==> src/rtl/rmii_rx_frame_ctrl.sv <==
// rmii_rx_frame_ctrl: frame-level gate between the RMII_RX byte stream and the RX data FIFO.
// Forwards bytes one cycle late. Enforces the MIN_LEN/MAX_LEN frame length limits.
// Aborts a frame on FIFO almost-full and reports one status pulse per frame.
// Optional macro RX_FRAME_CNT_EN builds the saturating good/dropped frame counters;
// when it is undefined, frame_cnt and drop_cnt are tied to zero.
// Ports:
//   REF_CLK, arst_n            clock and asynchronous active-low reset
//   rx_en                      host receive enable, sampled on the first byte of a frame
//   in_din/in_wren/in_EOD      byte stream from RMII_RX
//   fifo_afull, rx_afull       FIFO almost-full in, back-pressure out to RMII_RX
//   out_din/out_wren/out_EOD/out_abort   registered write port to the data FIFO
//   stat_valid, stat_len, stat_runt/long/ovf/dis   per-frame status, held until next pulse
//   frame_cnt, drop_cnt        good / flagged frame counters
module rmii_rx_frame_ctrl #(
    parameter int MIN_LEN = 60,
    parameter int MAX_LEN = 1518,
    parameter int LEN_W   = 11
) (
    input  logic             REF_CLK,
    input  logic             arst_n,
    input  logic             rx_en,
    input  logic [7:0]       in_din,
    input  logic             in_wren,
    input  logic             in_EOD,
    output logic             rx_afull,
    input  logic             fifo_afull,
    output logic [7:0]       out_din,
    output logic             out_wren,
    output logic             out_EOD,
    output logic             out_abort,
    output logic             stat_valid,
    output logic [LEN_W-1:0] stat_len,
    output logic             stat_runt,
    output logic             stat_long,
    output logic             stat_ovf,
    output logic             stat_dis,
    output logic [15:0]      frame_cnt,
    output logic [15:0]      drop_cnt
);
    typedef enum logic [1:0] {IDLE, RECV, DROP} state_t;
    state_t state, state_n;
    logic [LEN_W-1:0] len, len_inc;
    logic dis, take, long_hit, runt_hit, bad, rep;

    // the first byte of a frame always counts as length 1
    assign len_inc  = (state == IDLE) ? LEN_W'(1) : (&len) ? len : len + LEN_W'(1);
    assign take     = in_wren & ((state == RECV) | ((state == IDLE) & rx_en));
    assign long_hit = len_inc == LEN_W'(MAX_LEN + 1);
    assign runt_hit = len_inc < LEN_W'(MIN_LEN);
    // an accepted byte under afull or past MAX_LEN becomes the abort marker
    assign bad      = fifo_afull | long_hit;
    // aborted frames already reported at the marker; disabled frames report at EOD
    assign rep      = take ? (in_EOD | bad) : (in_wren & in_EOD & ((state == IDLE) | dis));
    assign rx_afull = fifo_afull | (state == DROP);

    always_comb begin
        state_n = state;
        if (in_wren)
            state_n = in_EOD ? IDLE : (take & !bad) ? RECV : DROP;
    end

    always_ff @(posedge REF_CLK or negedge arst_n) begin
        if (!arst_n)
            state <= IDLE;
        else
            state <= state_n;
    end

    always_ff @(posedge REF_CLK or negedge arst_n) begin
        if (!arst_n) begin
            len        <= '0;
            dis        <= 1'b0;
            out_din    <= '0;
            out_wren   <= 1'b0;
            out_EOD    <= 1'b0;
            out_abort  <= 1'b0;
            stat_valid <= 1'b0;
            stat_len   <= '0;
            stat_runt  <= 1'b0;
            stat_long  <= 1'b0;
            stat_ovf   <= 1'b0;
            stat_dis   <= 1'b0;
        end else begin
            if (in_wren)
                len <= len_inc;
            if (in_wren & (state == IDLE))
                dis <= !rx_en;
            out_wren  <= take;
            out_EOD   <= take & (in_EOD | bad);
            out_abort <= take & (bad | (in_EOD & runt_hit));
            if (take)
                out_din <= bad ? 8'h00 : in_din;
            stat_valid <= rep;
            if (rep) begin
                stat_len  <= len_inc;
                stat_runt <= take & !bad & runt_hit;
                stat_long <= take & long_hit;
                stat_ovf  <= take & fifo_afull;
                stat_dis  <= !take;
            end
        end
    end

`ifdef RX_FRAME_CNT_EN
    logic flagged;
    assign flagged = stat_runt | stat_long | stat_ovf | stat_dis;

    always_ff @(posedge REF_CLK or negedge arst_n) begin
        if (!arst_n) begin
            frame_cnt <= '0;
            drop_cnt  <= '0;
        end else if (stat_valid) begin
            if (!flagged && !(&frame_cnt))
                frame_cnt <= frame_cnt + 16'd1;
            if (flagged && !(&drop_cnt))
                drop_cnt <= drop_cnt + 16'd1;
        end
    end
`else
    assign frame_cnt = '0;
    assign drop_cnt  = '0;
`endif
endmodule

==> config.mk <==
export PLATFORM = sky130hd
export DESIGN_NAME = rmii_rx_frame_ctrl
export DESIGN_NICKNAME = d
export VERILOG_FILES = /design/src/rtl/rmii_rx_frame_ctrl.sv
export SDC_FILE = /design/constraint.sdc
export NUM_CORES = 1
export LEC_CHECK = 0
export BUFFER_PORTS_ARGS = -buffer_cell sky130_fd_sc_hd__buf_2
export CORE_ASPECT_RATIO = 1.75
export CORE_MARGIN = 4
export CORE_UTILIZATION = 47
export DETAILED_ROUTE_END_ITERATION = 12
export GPL_TIMING_DRIVEN = 1
export MAX_ROUTING_LAYER = met4
export PLACE_DENSITY_LB_ADDON = 0.2
export SLEW_MARGIN = 25
export SYNTH_ARGS = -nofsm -noshare
export SYNTH_HDL_FRONTEND = slang
export SYNTH_SLANG_ARGS = --single-unit
==> constraint.sdc <==
create_clock -name REF_CLK -period 2.4 [get_ports REF_CLK]
set_input_delay 0.6 -clock REF_CLK [delete_from_list [all_inputs] [get_ports REF_CLK]]
set_output_delay 0.6 -clock REF_CLK [all_outputs]
set_load 0.05 [all_outputs]
---- Word level (Yosys, flattened, before mapping) ----
Cells that the tools add are included.
W data, S select, Z words.
storage, ports and cells
  bits in read-only memories .............. 0
  logic and storage cells ................. 47
  output and inout bits ................... 60
  latch bits .............................. 0
  memories ................................ 0
  memory bits (writable) .................. 0
  input bits .............................. 14
  register bits ........................... 41
cells by class
  multiplexer cells ....................... 6
  order comparisons ....................... 1
  divide/modulo/power cells ............... 0
  add/subtract/negate cells ............... 1
  multiply operators ...................... 0
  bitwise gates (word level) .............. 18
  equality and inequality tests ........... 3
  reduce and logical (&&, ||, !) cells .... 5
  shift operators ......................... 0
operators with widths
  cell                     number
  $mux W11                 2
  $and A1 B1 Y1            12
  $add A11 B1 Y11 const B  1
  $eq A11 B11 Y1 const B   1
  $lt A11 B6 Y1 const B    1
  $reduce_and A11 Y1       1
  $mux W8                  1
  $or A1 B1 Y1             6
  $mux W2                  2
  $logic_not A1 Y1         3
  $eq A2 B1 Y1 const B     1
  $eq A2 B2 Y1 const B     1
  $logic_not A2 Y1         1
  $mux W1                  1

---- Logic depth before layout (Yosys ltp) ----
  depth in word-level cells ............... 9
  gate-level depth with buffers ........... 9
  depth with buffers taken out ............ 7

---- Worst setup path after synthesis ----
OpenSTA, ideal clock, no wires.
  path type ............................... register to register
  from .................................... register len[0]
  to ...................................... register stat_runt
  period minus slack after synthesis ...... 2317 ps
  buffers on the path ..................... 1
  slack ................................... 83 ps
  required time ........................... 2282 ps
  arrival time ............................ 2198 ps
  setup time .............................. 118 ps
  cell stages (with the launch flop) ...... 9
  path through ............................ dfrtp_1 ha_1 nand3_2 or3_4 a2111oi_4 nand4b_1 or3_1 buf_2 o2bb2ai_2
on the way
  cells in the longest elaborated chain, start to end .. 8
  elaborated cells on any way between the ends .. 12
  those cells by class .................... 1 x add/sub; 1 x order compare; 1 x eq/ne; 3 x mux; 4 x bitwise; 2 x reduce/logical
RTL lines
  what                                                          RTL line  RTL
  from (decl)                                                   42        logic [LEN_W-1:0] len, len_inc;
  from (signal assigned)                                        85        len <= len_inc;
  $add A11 B1 Y11 / $reduce_and A11 Y1 (equally long branches)  46        assign len_inc = (state == IDLE) ? LEN_W'(1) : (&len) ? len : len + LEN_W'(1);
  $mux W11 * (2 in a row)                                       46
  branches (longest 5 deep; another with $lt A11 B6 Y1)         -
  to (signal assigned)                                          96        stat_runt <= take & !bad & runt_hit;
  to (decl)                                                     33        output logic stat_runt,
Every way passes the cells marked *.
A chain may end at the register's enable or synchronous reset.

---- Worst setup path in the final report ----
  from .................................... register len[1]
  to ...................................... register stat_len[10]
on the way
  cells in the longest elaborated chain, start to end .. 7
  elaborated cells on any way between the ends .. 8
  those cells by class .................... 1 x add/sub; 1 x eq/ne; 3 x mux; 2 x bitwise; 1 x reduce/logical
RTL lines
  what                                                          RTL line  RTL
  $add A11 B1 Y11 / $reduce_and A11 Y1 (equally long branches)  46
  $mux W11 * (2 in a row)                                       46
  $eq A11 B11 Y1                                                48        assign long_hit = len_inc == LEN_W'(MAX_LEN + 1);
  $or A1 B1 Y1                                                  51        assign bad = fifo_afull | long_hit;
  $or A1 B1 Y1                                                  53        assign rep = take ? (in_EOD | bad) : (in_wren & in_EOD & ((state == IDLE) | dis));
  $mux W1                                                       53
  to (signal assigned)                                          95        stat_len <= len_inc;
  to (decl)                                                     32        output logic [LEN_W-1:0] stat_len,
Mark *: on every way between the ends. The rest lies on a longest branch, timed or not.

==> summary.txt <==
Pwr
  – Max VDD drop: around 0.63 mV
  – Power density cells: between 800 and 900 nW/um^2
  – Leakage dissipation: about 1.4 nW
  – Total power: 2.43 mW

Setup path
  – Critical path's slowest cell: or3_4
  – Top cell family by delay on the critical path: simple AND/OR/NAND/NOR gates
  – CP Data Required Time: about 2.6 ns
  – Buffers plus inverters on the worst setup path: 1
  – CP startpoint kind: flop
  – Crit path arrival time: 2.53 ns
  – Max stage delay on crit path: ~0.43 ns
  – Crit-path max FO: 7
  – Worst R2R Setup Slack: around 0.090 ns
  – Reg-to-reg startpoint: len[1]
  – RR Endpoint: stat_len[10]
  – CP Class: flop to flop
  – Worst Setup End Kind: flop
  – Worst path most repeated cell: or3_4
  – R2R depth: 8
  – CP Cell Sequence: ha_2 -> nand3_4 -> or3_4 -> a2111oi_4 -> nand4b_1 -> or3_4 -> buf_6 -> nand3_1

Floorplan
  – IO Pins: 74
  – Core Area: about 5000 um^2
  – # rows: 34
  – Die H: between 100 and 150 um
  – Starting Density: between 40% and 50%
  – Die width: around 63 um
  – Die ar.: 6580 um^2

Timing
  – Final Skew: around 0.0082 ns
  – Worst slew pin tran: roughly 0.96 ns
  – FMAX: approximately 430 MHz
  – Min cycle time layout: approximately 2.3 ns
  – RSZ-0062 raised after global routing: true
  – Final setup violation count: 0
  – Final hold violations: 0
  – Max-slew violation count: 0
  – Slew headroom: roughly 36%
  – Period Utilization, post-route: between 90% and 100%

Global routing
  – Antenna violations before repair: 0
  – Largest net degree at the start of global routing: 18
  – GRT Total Usage: 20.8%
  – First-pass GRT wire length: 10600 um
  – Vias in the first global route: 2174
  – GR Overflow Total: 0

Routing
  – WL final: 6510 um
  – DRC: 0
  – Via count: ~2200
  – Post-route ant nets: 0
  – Routed length per instance: around 17 um
  – Initial DRC Count: 80
  – Pre-antenna DRT Iters: 4
  – Vias/cell: between 5 and 6

Placed design
  – GPL Wtd Cong: roughly 0.86
  – Post-DP HPWL: just under 5000 um
  – I/O Buffers: between 40 and 50

Yosys
  – Seq/Total Area, Yosys: approximately 40%
  – Flops & latches, synth: a little over 40
  – Mapped Cells: 267
  – Syn avg cell area: around 9.3 um^2
  – Cell with the most instances after synthesis: dfrtp_1
  – Top cells by count, synth: dfrtp_1, buf_4, nand2_1, nand3_1, a22o_1
  – Largest area contributor in the netlist: dfrtp_1
  – Prevailing post-synth register cell: dfrtp_1
  – Netlist cell types: 54
  – Post-synth EDFFs: 0
  – Leading cell types by total area after synthesis: dfrtp_1, buf_4, nand3_1
  – Synth Cell Area: roughly 2500 um^2
  – YS warnings: 0
  – Synth top area share: between 40 and 50%
  – Ys async rst share: 100%

Clocking
  – CTS Buf Count: 5
  – Sink Count: between 40 and 50
  – Clk root buf: clkbuf_8
  – CTS tree: done
  – Post-CTS Hold Buffers: 0
  – Clk slew on worst S/H paths: about 0.08 ns
  – # H-tree levels: 2
  – Maximum clock path buffer count: 2
  – Clk Latency, worst-skew pair: around 0.29 ns

Job
  – Max-cap violation count: 0

Finish
  – Layout cells sized above 1: ~29%
  – Final core utilization: between 50% and 60%
  – Area growth, synth to finish: 15.3%
  – NumNets Final: 336
  – Antenna Cells: 0
  – Filler cells: about 470

Min path
  – Hold Crit Class: primary input to async pin

Status
  – Status: finished clean
[where the power goes]
| part | internal (mW) | leakage [nW] | switching [mW] |
|---|---|---|---|
| clock network | 0.228 | 0.0443 | 0.232 |
| registers | 0.818 | 0.525 | 0.105 |
| logic | 0.285 | 0.800 | 0.758 |
[final cells by class]
type | instances | area, um^2 | share of cell area, %
Inverter | 7 | 26.3 | 0.913
Timing Repair Buffer | 64 | 382 | 13.3
Clock buffer | 7 | 86.3 | 3.00
Tap cell | 54 | 67.6 | 2.35
Sequential cell | 41 | 1030 | 35.7
Multi-Input combinational cell | 202 | 1290 | 44.8
[cells by family after synthesis]
family                   Yosys count  share of synthesized area, %
AND/OR/NAND/NOR                   92                          19.5
adder cells (fa/ha/maj)            1                         0.501
multiplexers                       8                          3.46
other                              1                         0.150
flip-flops                        41                          41.1
AO/OA/AOI/OAI                     66                          20.6
buffers and inverters             55                          13.6
XOR/XNOR                           3                          1.05
[sequential cells by signal, summed over array words and instances (netlist names)]
name	flops
out_wren	1
stat_long	1
out_din	8
stat_valid	1
out_abort	1
out_EOD	1
stat_len	11
stat_dis	1
state	2
stat_runt	1
stat_ovf	1
dis	1
len	11
[metal layers]
metal | up-vias | track usage (%) | wire length, um
li1 | 1014 | - | -
met1 | 1047 | 21.8 | 2490
met2 | 89 | 36.6 | 3450
met3 | 18 | 3.68 | 360
met4 | 0 | 10.6 | 210
met5 | - | - | 0
[metrics by stage]
| stage | worst slack, ns | std cells | setup TNS (ns) | instance area (um^2) | hold slack [ns] |
|---|---|---|---|---|---|
| final | 0.0901 | 375 | 0 | 2880 | 0.227 |
| after detailed placement | 0.0490 | 368 | 0 | 2740 | 0.487 |
| after global routing | -0.0477 | 375 | -0.334 | 2880 | 0.240 |
| after floorplan | 0.0835 | 298 | 0 | 2610 | 0.304 |
| after CTS | 0.0189 | 375 | 0 | 2830 | 0.230 |
| after global placement | 0.0813 | 368 | 0 | 2740 | 0.481 |
[cell usage in the layout (no fill, tap or decap), types with 6 or more instances in the layout]
cell / Yosys / routed
nor2_1: 10 / 10
and2_1: 7 / 7
buf_4: 33 / 22
nand3_1: 20 / 20
inv_1: 7 / 7
a22o_1: 11 / 11
clkbuf_8: 0 / 6
o21ai_0: 9 / 9
dfrtp_1: 41 / 41
buf_2: 6 / 41
nand2_1: 23 / 23
a21oi_1: 9 / 9
conb_1: 1 / 32
and3_1: 8 / 7
[worst max-delay path by stage]
stage	start	depth (start not counted)	slack, ns	to
2_1_floorplan	len[0]	8	0.08	stat_runt
3_3_place_gp	len[3]	7	0.08	out_din[7]
3_5_place_dp	len[1]	9	0.05	stat_len[2]
4_1_cts	len[1]	9	0.02	stat_len[10]
5_1_grt	len[1]	8	-0.05	stat_len[1]
6_report	len[1]	8	0.09	stat_len[10]
[what timing repair did]
action	4_1_cts	5_1_grt
gates resized for setup	0	11
setup endpoints to repair	0	26
buffers inserted	0	0
Power figures use the tool's default switching activity.
